## src/rtl/delay_line_probe_if.sv

```systemverilog
// Measurement probe bus: system data in, delay-line Din/Q, and the control/status
// signals of one probe instance.
interface delay_line_probe_if #(
  parameter int DSIZE = 1,
  parameter int CSIZE = 7
);
  logic             start;
  logic [DSIZE-1:0] din_pass;
  logic [DSIZE-1:0] dout;
  logic [DSIZE-1:0] q_in;
  logic             busy;
  logic             done;
  logic             timeout;
  logic [CSIZE-1:0] meas_delay;

  modport master (
    output start, din_pass, q_in,
    input  dout, busy, done, timeout, meas_delay
  );

  modport slave (
    input  start, din_pass, q_in,
    output dout, busy, done, timeout, meas_delay
  );
endinterface

```

## src/rtl/delay_line_probe.sv

```systemverilog
// Run-time tap-delay probe for a RAM-based shift register: forwards data while idle,
// otherwise flushes the line, injects a marker and times its return.
//
// state  | meaning
// IDLE   | dout follows din_pass, waiting for start
// FLUSH  | dout=0 until FLUSH_LEN consecutive zero q_in cycles (or MAX_WAIT cycles)
// INJECT | one-cycle all-ones marker on dout
// WAIT   | counting cycles until any q_in bit is set (or MAX_WAIT cycles)
// DONE   | one-cycle done pulse, meas_delay valid
module delay_line_probe #(
  parameter int DSIZE     = 1,
  parameter int WDEPTH    = 10,
  parameter int ASIZE     = $clog2(WDEPTH),
  parameter int FLUSH_LEN = 2**ASIZE + 2,
  parameter int MAX_WAIT  = 64,
  parameter int CSIZE     = $clog2(MAX_WAIT + 1)
) (
  input  logic               Clock,
  input  logic               Reset,
  delay_line_probe_if.slave  bus
);

  localparam int ZSIZE = $clog2(FLUSH_LEN + 1);
  localparam logic [ZSIZE-1:0] FLUSH_LEN_Z = ZSIZE'(FLUSH_LEN);
  localparam logic [CSIZE-1:0] MAX_WAIT_C  = CSIZE'(MAX_WAIT);

  typedef enum logic [2:0] {
    S_IDLE,
    S_FLUSH,
    S_INJECT,
    S_WAIT,
    S_DONE
  } state_t;

  state_t           state;
  logic [ZSIZE-1:0] zcnt;
  logic [CSIZE-1:0] tcnt;
  logic             busy_r;
  logic             done_r;
  logic             timeout_r;
  logic [CSIZE-1:0] meas_r;

  logic [ZSIZE-1:0] zcnt_inc;
  logic [CSIZE-1:0] tcnt_inc;
  logic             q_zero;
  logic             marker;

  // Saturating increments: neither counter may wrap back into a valid range.
  assign zcnt_inc = (zcnt == FLUSH_LEN_Z) ? zcnt : zcnt + ZSIZE'(1);
  assign tcnt_inc = (tcnt == MAX_WAIT_C)  ? tcnt : tcnt + CSIZE'(1);
  assign marker   = |bus.q_in;
  assign q_zero   = ~marker;

  always_ff @(posedge Clock or posedge Reset) begin
    if (Reset) begin
      state     <= S_IDLE;
      zcnt      <= '0;
      tcnt      <= '0;
      busy_r    <= 1'b0;
      done_r    <= 1'b0;
      timeout_r <= 1'b0;
      meas_r    <= '0;
    end else begin
      done_r <= 1'b0;
      case (state)
        S_IDLE: begin
          if (bus.start) begin
            state     <= S_FLUSH;
            busy_r    <= 1'b1;
            zcnt      <= '0;
            tcnt      <= '0;
            timeout_r <= 1'b0;
          end
        end
        S_FLUSH: begin
          tcnt <= tcnt_inc;
          zcnt <= q_zero ? zcnt_inc : '0;
          // A clean line beats the time limit when both land on the same edge.
          if (q_zero && (zcnt_inc == FLUSH_LEN_Z)) begin
            state <= S_INJECT;
          end else if (tcnt_inc == MAX_WAIT_C) begin
            state     <= S_IDLE;
            busy_r    <= 1'b0;
            timeout_r <= 1'b1;
            meas_r    <= '0;
          end
        end
        S_INJECT: begin
          state <= S_WAIT;
          tcnt  <= CSIZE'(1);
        end
        S_WAIT: begin
          if (marker) begin
            state  <= S_DONE;
            done_r <= 1'b1;
            meas_r <= tcnt;
          end else if (tcnt == MAX_WAIT_C) begin
            state     <= S_IDLE;
            busy_r    <= 1'b0;
            timeout_r <= 1'b1;
            meas_r    <= '0;
          end else begin
            tcnt <= tcnt_inc;
          end
        end
        S_DONE: begin
          state  <= S_IDLE;
          busy_r <= 1'b0;
        end
        default: begin
          state  <= S_IDLE;
          busy_r <= 1'b0;
        end
      endcase
    end
  end

  // dout is decoded from state so IDLE forwarding adds no latency.
  always_comb begin
    bus.dout = '0;
    case (state)
      S_IDLE:   bus.dout = bus.din_pass;
      S_INJECT: bus.dout = '1;
      default:  bus.dout = '0;
    endcase
  end

  assign bus.busy       = busy_r;
  assign bus.done       = done_r;
  assign bus.timeout    = timeout_r;
  assign bus.meas_delay = meas_r;

endmodule

```

## src/flat_wrapper.sv

```systemverilog
// flat-port wrapper written by rule: the top's interface ports become plain ports
module delay_line_probe_flat 
#(
  parameter int DSIZE     = 1,
  parameter int WDEPTH    = 10,
  parameter int ASIZE     = $clog2(WDEPTH),
  parameter int FLUSH_LEN = 2**ASIZE + 2,
  parameter int MAX_WAIT  = 64,
  parameter int CSIZE     = $clog2(MAX_WAIT + 1)
)
  (Clock, Reset, bus_start, bus_din_pass, bus_q_in, bus_dout, bus_busy, bus_done, bus_timeout, bus_meas_delay);
  delay_line_probe_if #(.DSIZE(DSIZE), .CSIZE(CSIZE)) bus_i ();
  input  logic Clock;
  input  logic Reset;
  input wire logic [$bits(bus_i.start)-1:0] bus_start;
  input wire logic [$bits(bus_i.din_pass)-1:0] bus_din_pass;
  input wire logic [$bits(bus_i.q_in)-1:0] bus_q_in;
  output wire logic [$bits(bus_i.dout)-1:0] bus_dout;
  output wire logic [$bits(bus_i.busy)-1:0] bus_busy;
  output wire logic [$bits(bus_i.done)-1:0] bus_done;
  output wire logic [$bits(bus_i.timeout)-1:0] bus_timeout;
  output wire logic [$bits(bus_i.meas_delay)-1:0] bus_meas_delay;
  assign bus_i.start = bus_start;
  assign bus_i.din_pass = bus_din_pass;
  assign bus_i.q_in = bus_q_in;
  assign bus_dout = bus_i.dout;
  assign bus_busy = bus_i.busy;
  assign bus_done = bus_i.done;
  assign bus_timeout = bus_i.timeout;
  assign bus_meas_delay = bus_i.meas_delay;
  delay_line_probe #(.DSIZE(DSIZE), .WDEPTH(WDEPTH), .ASIZE(ASIZE), .FLUSH_LEN(FLUSH_LEN), .MAX_WAIT(MAX_WAIT), .CSIZE(CSIZE)) u_core (.Clock(Clock), .Reset(Reset), .bus(bus_i));
endmodule
```

## config.mk

```make
export PLATFORM = sky130hd
export DESIGN_NAME = delay_line_probe_flat
export DESIGN_NICKNAME = d
export VERILOG_FILES = /design/src/rtl/delay_line_probe_if.sv /design/src/rtl/delay_line_probe.sv /design/src/flat_wrapper.sv
export SDC_FILE = /design/constraint.sdc
export NUM_CORES = 1
export LEC_CHECK = 0
export BUFFER_PORTS_ARGS = -buffer_cell sky130_fd_sc_hd__buf_4
export CAP_MARGIN = 10
export CORE_MARGIN = 2
export CORE_UTILIZATION = 55
export CTS_CLUSTER_SIZE = 25
export DETAILED_ROUTE_END_ITERATION = 8
export PLACE_DENSITY = 0.81
export SLEW_MARGIN = 10
export SYNTH_ARGS = -nofsm -noshare
export SYNTH_HDL_FRONTEND = slang
export SYNTH_SLANG_ARGS = --single-unit
```

## constraint.sdc

```tcl
create_clock -name Clock -period 7.29 [get_ports Clock]
set_clock_uncertainty 0.15 [all_clocks]
set_input_delay 0 -clock Clock [delete_from_list [all_inputs] [get_ports Clock]]
set_output_delay 0 -clock Clock [all_outputs]
set_load 0.01 [all_outputs]
```

# Word level (Yosys, flattened, before mapping)
# Cells that the tools add are included.
op_classes:
  add_sub_neg: 2
  reduce_logical: 12
  n_bitwise: 2
  muxes: 35
  eq_ne: 15
op_table:
  columns: ["op", "count"]
  rows:
  - ["two-way mux 7 bit", 8]
  - ["one-hot mux 7 bit (4 select lines)", 1]
  - ["two-way mux 3 bit", 5]
  - ["two-way mux 5 bit", 3]
  - ["equality test 7 bit (second input constant)", 2]
  - ["one-hot mux 7 bit (2 select lines)", 1]
  - ["two-way mux 1 bit", 12]
  - ["one-hot mux 3 bit (4 select lines)", 1]
  - ["AND reduction 6 bit", 2]
  - ["equality test 5 bit (second input constant)", 2]
  - ["one-hot mux 5 bit (2 select lines)", 1]
  - ["inequality test 2 bit (second input constant)", 4]
  - ["AND reduction 4 bit", 2]
  - ["adder 7 x 1 -> 7 bit (second input constant)", 1]
  - ["equality test 3 x 2 -> 1 bit (second input constant)", 2]
  - ["adder 5 x 1 -> 5 bit (second input constant)", 1]
  - ["inequality test 2 x 1 -> 1 bit (second input constant)", 2]
  - ["one-hot mux 1 bit (4 select lines)", 1]
  - ["nonzero test 2 bit", 2]
  - ["nonzero test 4 bit", 1]
  - ["equality test 3 x 1 -> 1 bit (second input constant)", 1]
  - ["logical NOT 3 bit", 1]
  - ["inequality test 3 x 1 -> 1 bit (second input constant)", 1]
  - ["inequality test 3 x 2 -> 1 bit (second input constant)", 1]
  - ["other kinds (7)", 8]
totals:
  wordCells: 73
  inputBits: 5
  ff_bits: 25
  output_inout_bits: 11

# Longest topological paths before layout
# Gate-level depths: netlist of the first run.
logic_depth:
  word_depth: 6
  mapped_depth: 7
  mapped_depth_nobuf: 7

# Worst setup path before layout of the first run
# No wires, ideal clock.
synth_timing:
  path_kind: "register to register"
  start: "register u_core.zcnt[0]"
  end: "register u_core.timeout_r, in the netlist u_core.bus.timeout"
  synth_period_minus_slack_ps: 2301
  setup_time_ps: 124
  setup_slack_ps: 4989
  stages_incl_launch_ff: 7
  n_path_buf: 0
  arrival_ps: 2027
  required_ps: 7016
  path_cell_list: "dfrtp_1 inv_1 ha_1 or2_2 nor4_1 a2111oi_4 o31a_1"
synth_between:
  elab_chain_cells: 6
  elab_cells_between_ends: 7
  classes_between: "add/sub (1); eq/ne (3); mux (1); reduce/logical (2)"
synth_lines:
  columns: ["element", "line_no", "rtl"]
  rows:
  - ["start, declared", "delay_line_probe.sv:36", "logic [ZSIZE-1:0] zcnt;"]
  - ["start signal, assigned", "delay_line_probe.sv:77", "zcnt <= q_zero ? zcnt_inc : '0;"]
  - ["adder 5 x 1 -> 5 bit / equality test 5 bit (equally long branches)", "delay_line_probe.sv:49", "assign zcnt_inc = (zcnt == FLUSH_LEN_Z) ? zcnt : zcnt + ZSIZE'(1);"]
  - ["two-way mux 5 bit (*)", "delay_line_probe.sv:49", null]
  - ["equality test 5 bit (*)", "delay_line_probe.sv:79", "if (q_zero && (zcnt_inc == FLUSH_LEN_Z)) begin"]
  - ["logical AND 1 bit (*)", "delay_line_probe.sv:79", null]
  - ["inequality test 2 bit (no source line) (*)", null, null]
  - ["AND reduction 6 bit (no source line) (*)", null, null]
  - ["end signal, assigned", "delay_line_probe.sv:72", "timeout_r <= 1'b0;"]
  - ["end signal, assigned", "delay_line_probe.sv:84", "timeout_r <= 1'b1;"]
  - ["end signal, assigned", "delay_line_probe.sv:100", "timeout_r <= 1'b1;"]
  - ["end, declared", "delay_line_probe.sv:40", "logic timeout_r;"]
# Every way passes the cells marked *; elsewhere a longest branch is shown, timed or not.
# A chain may end at the register's enable or synchronous reset.

# Final worst setup path of the first run
layout_timing:
  start: "register u_core.tcnt[0]"
  end: "register u_core.meas_r[5], in the netlist u_core.bus.meas_delay[5]"
layout_between:
  elab_chain_cells: 5
  elab_cells_between_ends: 7
  classes_between: "add/sub (1); eq/ne (4); mux (1); reduce/logical (1)"
layout_lines:
  columns: ["element", "line_no", "rtl"]
  rows:
  - ["start, declared", "delay_line_probe.sv:37", "logic [CSIZE-1:0] tcnt;"]
  - ["start signal, assigned", "delay_line_probe.sv:76", "tcnt <= tcnt_inc;"]
  - ["start signal, assigned", "delay_line_probe.sv:103", "tcnt <= tcnt_inc;"]
  - ["adder 7 x 1 -> 7 bit / equality test 7 bit (equally long branches)", "delay_line_probe.sv:50, delay_line_probe.sv:97", null]
  - ["two-way mux 7 bit", "delay_line_probe.sv:50", "assign tcnt_inc = (tcnt == MAX_WAIT_C) ? tcnt : tcnt + CSIZE'(1);"]
  - ["equality test 7 bit", "delay_line_probe.sv:81", "end else if (tcnt_inc == MAX_WAIT_C) begin"]
  - ["inequality test 2 x 1 -> 1 bit (no source line)", null, null]
  - ["AND reduction 4 bit (no source line) (*)", null, null]
  - ["end signal, assigned", "delay_line_probe.sv:96", "meas_r <= tcnt;"]
  - ["end, declared", "delay_line_probe.sv:41", "logic [CSIZE-1:0] meas_r;"]
# Marked as above.

==> results of run 1 <==
-- cell families after synthesis --
family                   synth area share, %
adder cells (fa/ha/maj)                 3.11
buffers and inverters                   6.91
multiplexers                           0.699
flip-flops                              38.8
XOR/XNOR                                3.80
AND/OR/NAND/NOR                         21.7
AO/OA/AOI/OAI                           25.0
-- cell usage after synthesis (2+ instances only) --
cell type  number
nor3_1          8
inv_1          14
or4_1           2
xnor2_1         4
ha_1            4
a22oi_1         5
nand2_1        23
xor2_1          3
a211oi_1        5
nor4_1          2
o32ai_1         5
o221ai_1        3
nand3_1        10
a21oi_1         7
a31oi_1         4
a32oi_1         3
or3_1           2
buf_2           2
dfrtp_1        25
o31ai_1         7
clkbuf_1        8
o21ai_0        10
nand4b_1        2
nor2_1         10
-- layer usage --
metal  wire [µm]  share of wire (%)  up-vias  GRT usage (%)
met3         125                3.5        4           2.46
li1            -                  -      713              -
met5           0                  0        -              0
met4          31               0.87        0           7.64
met1        1630                 46      714           31.5
met2        1790                 50       39           37.2
-- what timing repair did --
action                    CTS  global route
resized for setup           0             0
hold endpoints to repair   29             0
hold buffers                3             0
-- flip-flops by register name (all words and copies together) (netlist names) --
name                   cells
u_core.bus.busy            1
u_core.bus.done            1
u_core.bus.meas_delay      7
u_core.bus.timeout         1
u_core.state               3
u_core.tcnt                7
u_core.zcnt                5
-- where the power goes --
part / switching [mW] / leakage (nW) / internal [mW]
registers: 0.0480 / 0.294 / 0.166
clock network: 0.0436 / 0.0177 / 0.0206
logic: 0.111 / 0.450 / 0.0885
-- how the worst max path moves through the flow --
stage | cells past startpoint | to | startpoint
finish | 7 | u_core.bus.meas_delay[5] | u_core.tcnt[0]
global route | 7 | u_core.bus.meas_delay[0] | u_core.tcnt[0]
CTS | 4 | u_core.tcnt[5] | u_core.tcnt[2]
detailed placement | 4 | u_core.tcnt[5] | u_core.tcnt[3]
global placement | 4 | u_core.tcnt[5] | u_core.tcnt[2]
floorplan | 6 | u_core.bus.timeout | u_core.zcnt[0]
-- critical path: stages (launching register included) --
cell and delay (ps):
dfrtp_1 500, inv_1 150, ha_1 250, nand2_1 210, o21ai_0 120, nand4b_1 260
a2111oi_4 670, o221ai_1 220
-- area by class of cell --
type                            count  area (µm²)  share of cell area (%)
Tap cell                           31        38.8                    2.18
Multi-Input combinational cell    133         882                    49.6
Clock inverter                      1        5.00                   0.282
Clock buffer                        3        22.5                    1.27
Timing Repair Buffer               19         150                    8.45
Inverter                           14        52.6                    2.96
Sequential cell                    25         626                    35.2
-- per-stage QoR --
step                hold WS, ps  util [%]  cells  area [µm²]  setup WS (ps)
floorplan                  -123         -    184        1610           4990
global placement            111      61.5    219        1710           4630
detailed placement          122      61.5    219        1710           4520
CTS                         211      63.6    226        1770           4480
global route                288      63.9    226        1780           4440
finish                      209      63.9    226        1780           4610
==> metrics.txt, run 1 <==
status finished clean; vias in the first global route 1329; DR vias 1470; syn nets roughly 190; FF-to-FF setup slack 4610 ps; TritonCTS clock tree done; HP Start bus_din_pass; CTS buffer count 3; die outline width 58.1 µm; H-tree levels 1; CTS sink cnt 25; final hold viol count 0; initial cell density of the core 57.9%; Ports 16; first-pass GRT wire length 6020 µm; FF-to-FF Start u_core.tcnt[0]; most frequent cells in the layout 25 x dfrtp_1, 23 x nand2_1, 16 x buf_4; total track usage 22.7%; final setup vio count 0; vias per cell 6.50; GPL Wtd Cong approximately 0.85; Routed Antenna Nets 0; Post-synth ARST share between 90% and 100%; area share of the largest cell type after synthesis 38.8%; Worst EP arrival 2720 ps; worst-skew pair later-pin latency 320 ps; DRT iter0 DRCs 101; worst hold stages 4; worst slew pin tran about 920 ps; Max clock buf depth 2; Post-CTS Setup Bufs 0; pwr dens approximately 270 mW/mm²; area grow syn2layout 10.2%; Antenna Cells 0; DRC Markers 0; worst r2r dst u_core.bus.meas_delay[5]; Design Power 478 µW; highest ir drop seen on vdd 0.000198 V; Die Y 58.1 µm; hpwl dp 2550 µm; Yosys warning total 0; pin count of the biggest net entering global routing 26; Die ar. roughly 0.0034 mm²; fin nets about 200; DRT Wirelength 3580 µm; worst-path fanout max 9; root buffer cell clkbuf_4; Clock transition at path regs 140 ps; EDFF count, synth 0; IO Port Bufs 15; crit path time final 2680 ps; Distinct cells, synth 40; aggregate global routing overflow 0; RSZ-0062 raised after global routing false; drt pass-1 iters 4; most common cell after layout, fill and taps aside dfrtp_1; Slew Limit Fails 0; Pleak 0.762 nW; Mapped Cells 184; period utilization a little under two fifths; initial antenna violation count 0; # rows 19; Hold Path Class in2out; WL per Instance ~16 µm; maxcap violations 0; Reg2Reg Depth 7; layout cells sized above 1 14.4%; Synth Cell Area between 0.0015 and 0.002 mm²; CP Launch Type flop; core footprint 0.00278 mm²; top post-synthesis cells by area dfrtp_1 39%, nand2_1 5.4%, inv_1 3.3%; Achievable Freq 373 MHz; Seq/Total Area, Yosys between 30% and 40%; post-synthesis register bit count 25; setup TNS 0 ps; Req. time, crit path between 7000 and 8000 ps; Worst Hold Path EP bus_dout; critical path class reg2reg; cell accounting for the most synthesized area dfrtp_1; Layout fillers 226; Syn Area/Cell 8.76 µm²; Worst slew margin 38.7%; CP endpoint kind flop; Top FF cell, synth dfrtp_1
No activity file was read; power rests on OpenSTA's default activity.
==> run 2: changes to the inputs <==
--- a/config.mk
+++ b/config.mk
@@ -5,13 +5,14 @@
 export SDC_FILE = /design/constraint.sdc
 export NUM_CORES = 1
 export LEC_CHECK = 0
+export ABC_AREA = 1
 export BUFFER_PORTS_ARGS = -buffer_cell sky130_fd_sc_hd__buf_4
 export CAP_MARGIN = 10
 export CORE_MARGIN = 2
-export CORE_UTILIZATION = 55
+export CORE_UTILIZATION = 51
 export CTS_CLUSTER_SIZE = 25
 export DETAILED_ROUTE_END_ITERATION = 8
-export PLACE_DENSITY = 0.81
+export PLACE_DENSITY = 0.8
 export SLEW_MARGIN = 10
 export SYNTH_ARGS = -nofsm -noshare
 export SYNTH_HDL_FRONTEND = slang
==> constraint.sdc (replaced) <==
create_clock -name Clock -period 2.42 [get_ports Clock]
set_clock_uncertainty 0.15 [all_clocks]
set_input_delay 0 -clock Clock [delete_from_list [all_inputs] [get_ports Clock]]
set_output_delay 0 -clock Clock [all_outputs]
set_load 0.01 [all_outputs]
==> metrics.txt, run 2 <==
status finished clean; Top FF cell, synth dfrtp_1; vias in the first global route 1092; Final Cell Area 0.00161 mm²; post-cts sizing count 0; final hold viol count 0; DR vias 1247; worst r2r dst u_core.bus.meas_delay[3]; layout cells sized above 1 14.6%; slowest CP cell dfrtp_1; Crit path top cell by count nand2_1; CP Launch Type flop; Mapped Cells 184; fin nets 215; most frequent cells in the layout 62 x nand2_1, 25 x dfrtp_1, 24 x inv_1; Clock transition at path regs roughly 140 ps; Distinct cells, synth 23; vias per cell 5.28; cell family with most CP delay simple AND/OR/NAND/NOR gates; Die ar. 0.00318 mm²; Worst Setup EP u_core.bus.meas_delay[3]; initial antenna violation count 0; pin count of the biggest net entering global routing 26; Stages on worst setup path 13; Seq/Total Area, Yosys roughly 45%; DRC Markers 0; Pleak 0.882 nW; Layout fillers 250; Design Power 1.37 mW; TritonCTS clock tree done; hold_buf cts 3; total track usage 20.7%; pwr dens 853 mW/mm²; core footprint 0.00269 mm²; max incr delay on CP between 400 and 500 ps; worst-skew pair later-pin latency around 320 ps; Worst Setup SP u_core.tcnt[0]; FF-to-FF setup slack roughly 250 ps; CP Buf/Inv Count 2; Slew Limit Fails 0; Post-synth top cells 62 x nand2_1, 25 x dfrtp_1, 24 x inv_1; root buffer cell clkbuf_4; worst slew pin tran 934 ps; top post-synthesis cells by area dfrtp_1 45%, nand2_1 17%, inv_1 6.4%; Worst EP arrival 2250 ps; RSZ-0062 raised after global routing false; WL per Instance about 13 µm; Ports 16; DRT Wirelength 2970 µm; cell with the most instances after synthesis nand2_1; Post-synth ARST share 100%; Req. time, crit path 2490 ps; Syn Area/Cell 7.62 µm²; Post-CTS Setup Bufs 0; area grow syn2layout 14.6%; initial cell density of the core 52.2%; maxcap violations 0; CP Cell Sequence inv_1 -> ha_1 -> nand2_1 -> inv_1 -> nand3_1 -> nand2_1 -> nand3_1 -> nor2_1 -> nand2_1 -> nand2_1 -> nand4_2 -> nand2_1 -> nand2_1; Yosys warning total 0; hpwl dp between 2000 and 2500 µm; Worst slew margin roughly 38%; setup TNS 0 ps; critical path class reg2reg; Routed Antenna Nets 0; Max clock buf depth 2; EDFF count, synth 0; crit path time final 2170 ps; cell accounting for the most synthesized area dfrtp_1; IO Port Bufs 15; most common cell after layout, fill and taps aside nand2_1; H-tree levels 1; DRT iter0 DRCs 58; worst-path fanout max 7; Reg2Reg Depth 13; FF-to-FF Start u_core.tcnt[0]; drt pass-1 iters 4; die outline width 56.4 µm; CTS buffer count 3; Antenna Cells 0; post-synthesis register bit count 25; Worst Setup Slack, final about 250 ps; area share of the largest cell type after synthesis around 45%; first-pass GRT wire length between 5000 and 6000 µm; syn nets 193; CTS sink cnt 25; Final Util approximately three fifths; Hold Path Class in2out; CP endpoint kind flop; final setup vio count 0; Die Y 56.4 µm; DP Area 0.00155 mm²; Place WS 282 ps; Achievable Freq 460 MHz; Synth Cell Area 0.00140 mm²; period utilization 89.7%; GPL Wtd Cong 0.891; # rows 19; highest ir drop seen on vdd 0.000696 V; aggregate global routing overflow 0
run 2: cell types whose count changed after synthesis, moves of 7 or more:
cell      previous run  this run
nor3_1               8         0
inv_1               14        24
o21ai_0             10         3
nand2_1             23        62
o31ai_1              7         0
clkbuf_1             8         0
o22ai_1              1        11
run 2: cell type report:
type	count	area, µm²	share of cell area [%]
inverters	25	93.8	5.85
repair buffers	18	143	8.89
flip-flops and latches	25	626	39.0
multi-input cells	133	677	42.2
clock inverters	1	5.00	0.312
clock buffers	3	22.5	1.40
well taps	31	38.8	2.42
run 2: worst min path at each step:
stage | startpoint | to | slack (ps) | cells past startpoint
floorplan | Reset | u_core.bus.busy | -120 | 1
global placement | Reset | u_core.bus.meas_delay[2] | 110 | 2
detailed placement | Reset | u_core.bus.meas_delay[6] | 110 | 2
CTS | bus_din_pass | bus_dout | 130 | 4
global route | bus_din_pass | bus_dout | 170 | 4
finish | bus_din_pass | bus_dout | 130 | 4
run 2: report_power, final:
group | internal [mW] | switching [mW] | leakage, nW | total, mW
Combinational | 0.209 | 0.325 | 0.539 | 0.534
Sequential | 0.516 | 0.129 | 0.326 | 0.645
Clock | 0.0620 | 0.128 | 0.0177 | 0.190
Total | 0.787 | 0.582 | 0.882 | 1.37
run 2: through the flow:
step / cells / hold slack [ps]
3_5_place_dp: 229 / 113
6_report: 236 / 133
3_3_place_gp: 229 / 106
4_1_cts: 236 / 133
5_1_grt: 236 / 166
2_1_floorplan: 184 / -123
run 2: logic make-up after synthesis:
family | share of synthesized area [%]
compound gates | 8.13
xor+xnor | 0.625
fa+ha+maj | 3.57
buf+inv | 7.05
flops | 44.6
simple gates | 36.0
run 2: worst register-to-register path, delay by kind of cell, from the launching register on:
family / cells / cell delay, ps
buffers and inverters: 2 / 180
adder cells (fa/ha/maj): 1 / 150
flip-flops: 1 / 490
AND/OR/NAND/NOR: 10 / 1110
run 2: layer usage:
| layer | routed length (µm) | share of wire, % | GRT usage, % |
|---|---|---|---|
| met5 | 0 | 0 | 0 |
| met4 | 44 | 1.5 | 8.84 |
| met3 | 137 | 4.6 | 3.46 |
| met2 | 1420 | 48 | 30.7 |
| met1 | 1360 | 46 | 29.8 |
==> run 3: changes to the inputs <==
--- a/config.mk
+++ b/config.mk
@@ -9,10 +9,11 @@
 export BUFFER_PORTS_ARGS = -buffer_cell sky130_fd_sc_hd__buf_4
 export CAP_MARGIN = 10
 export CORE_MARGIN = 2
-export CORE_UTILIZATION = 51
+export CORE_UTILIZATION = 55
 export CTS_CLUSTER_SIZE = 25
 export DETAILED_ROUTE_END_ITERATION = 8
-export PLACE_DENSITY = 0.8
+export MAX_ROUTING_LAYER = met4
+export PLACE_DENSITY = 0.82
 export SLEW_MARGIN = 10
 export SYNTH_ARGS = -nofsm -noshare
 export SYNTH_HDL_FRONTEND = slang
==> constraint.sdc (replaced) <==
create_clock -name Clock -period 2.3 [get_ports Clock]
set_clock_uncertainty 0.15 [all_clocks]
set_input_delay 0 -clock Clock [delete_from_list [all_inputs] [get_ports Clock]]
set_output_delay 0 -clock Clock [all_outputs]
set_load 0.01 [all_outputs]
==> metrics.txt, run 3 (synthesized netlist as in run 2, its figures left out) <==
IO Port Bufs 15; hpwl dp 2310 µm; crit path time final about 2100 ps; Worst EP arrival 2220 ps; fin nets 216; Place WS ~180 ps; TritonCTS clock tree done; Antenna Cells 0; final hold viol count 0; GPL Wtd Cong approximately 0.94; Achievable Freq 467 MHz; drt pass-1 iters 4; Int Power 831 µW; DR vias ~1300; Sw Ratio 42.4%; status finished clean; Post-CTS Setup Bufs 0; Clock transition at path regs around 140 ps; die outline width 54.5 µm; Layout fillers ~200; CP endpoint kind flop; worst slew pin tran 940 ps; # rows 18; pin count of the biggest net entering global routing 26; Hold Path Class in2out; Worst slew margin 37.3%; DRC Markers 0; area grow syn2layout 15.9%; combinational share of power 38.6%; vias in the first global route 1179; CTS sink cnt 25; pwr dens 889 mW/mm²; DRT iter0 DRCs 62; period utilization about 93%; worst-skew pair later-pin latency approximately 320 ps; Routed Antenna Nets 0; Req. time, crit path 2380 ps; maxcap violations 0; core footprint ~0.0025 mm²; clock network power share ~14%; aggregate global routing overflow 0; initial cell density of the core 57.1%; CTS buffer count 3; most frequent cells in the layout 62 x nand2_1, 24 x inv_1, 24 x dfrtp_1; highest ir drop seen on vdd 0.000708 V; root buffer cell clkbuf_4; most common cell after layout, fill and taps aside nand2_1; Psw between 600 and 700 µW; final setup vio count 0; layout cells sized above 1 between 10% and 20%; worst-path fanout max 7; first-pass GRT wire length 5010 µm; CP Launch Type flop; critical path class reg2reg; Ports 16; Worst Setup Slack, final 157 ps; DRT Wirelength 3040 µm; H-tree levels 1; register share of total power 47.4%; WL per Instance 12.9 µm; Max clock buf depth 2; Die ar. roughly 0.003 mm²; Pleak slightly below 0.9 nW; vias per cell 5.49; RSZ-0062 raised after global routing false; setup TNS 0 ps; Slew Limit Fails 0; total track usage 24.0%; initial antenna violation count 0; Die Y 54.5 µm
## run 3: layer usage
layer | routed length (µm) | global-route usage, % | up-vias
met5 | 0 | - | -
met4 | 25 | 5.42 | 0
met3 | 212 | 3.28 | 4
met2 | 1510 | 43.2 | 56
met1 | 1290 | 28.3 | 594
li1 | - | - | 642
## run 3: area by class of cell
| cell class | instances | area, µm² | area share (%) |
|---|---|---|---|
| multi-input cells | 133 | 686 | 42.2 |
| flip-flops and latches | 25 | 627 | 38.6 |
| repair buffers | 19 | 150 | 9.24 |
| inverters | 25 | 93.8 | 5.78 |
| well taps | 30 | 37.5 | 2.31 |
| clock buffers | 3 | 22.5 | 1.39 |
| clock inverters | 1 | 7.51 | 0.462 |
## run 3: metrics by stage
| stage | power [mW] | hold WS [ps] | util [%] | area (µm²) | std cells |
|---|---|---|---|---|---|
| 6_report | 1.44 | 137 | 66.2 | 1620 | 236 |
| 5_1_grt | 1.57 | 175 | 66.2 | 1620 | 236 |
| 4_1_cts | 1.44 | 143 | 65.7 | 1610 | 236 |
| 3_5_place_dp | 1.23 | 119 | 63.3 | 1550 | 229 |
| 3_3_place_gp | 1.20 | 105 | 63.3 | 1550 | 229 |
| 2_1_floorplan | 1.06 | -123 | - | 1400 | 184 |
## run 3: worst paths after layout
| kind | start | endpoint | slack [ps] | cells after the start |
|---|---|---|---|---|
| min in group asynchronous | Reset | u_core.zcnt[0] | 280 | 3 |
| worst max-delay path | u_core.tcnt[0] | u_core.bus.timeout | 160 | 13 |
| max in group asynchronous | Reset | u_core.tcnt[0] | 1090 | 3 |
| worst min-delay path | bus_din_pass | bus_dout | 140 | 4 |
| worst max register to register | u_core.tcnt[0] | u_core.bus.timeout | 160 | 13 |
| worst min register to register | u_core.bus.meas_delay[4] | u_core.bus.meas_delay[4] | 340 | 2 |
## run 3: timing repair
action,CTS,global route
gates resized for setup,0,2
hold endpoints to repair,30,0
hold buffers,3,0
endpoints found under the setup margin,0,7
## run 3: power by group through the flow
stage | Combinational (mW) | Clock (mW) | Sequential [mW]
2_1_floorplan | 0.418 | 0 | 0.646
3_3_place_gp | 0.525 | 0 | 0.673
3_5_place_dp | 0.541 | 0 | 0.686
4_1_cts | 0.550 | 0.209 | 0.677
5_1_grt | 0.639 | 0.227 | 0.705
6_report | 0.557 | 0.202 | 0.685
## run 3: critical path, stage by stage (launching register included)
cell	delay [ps]
dfrtp_2	480
inv_1	110
ha_1	160
nand2_1	50
inv_1	70
nand3_1	170
nand2_1	140
nand3_1	80
nor2_1	120
nand2_1	110
nand2_1	130
nand2_1	110
o21ai_1	120
nand2_1	60
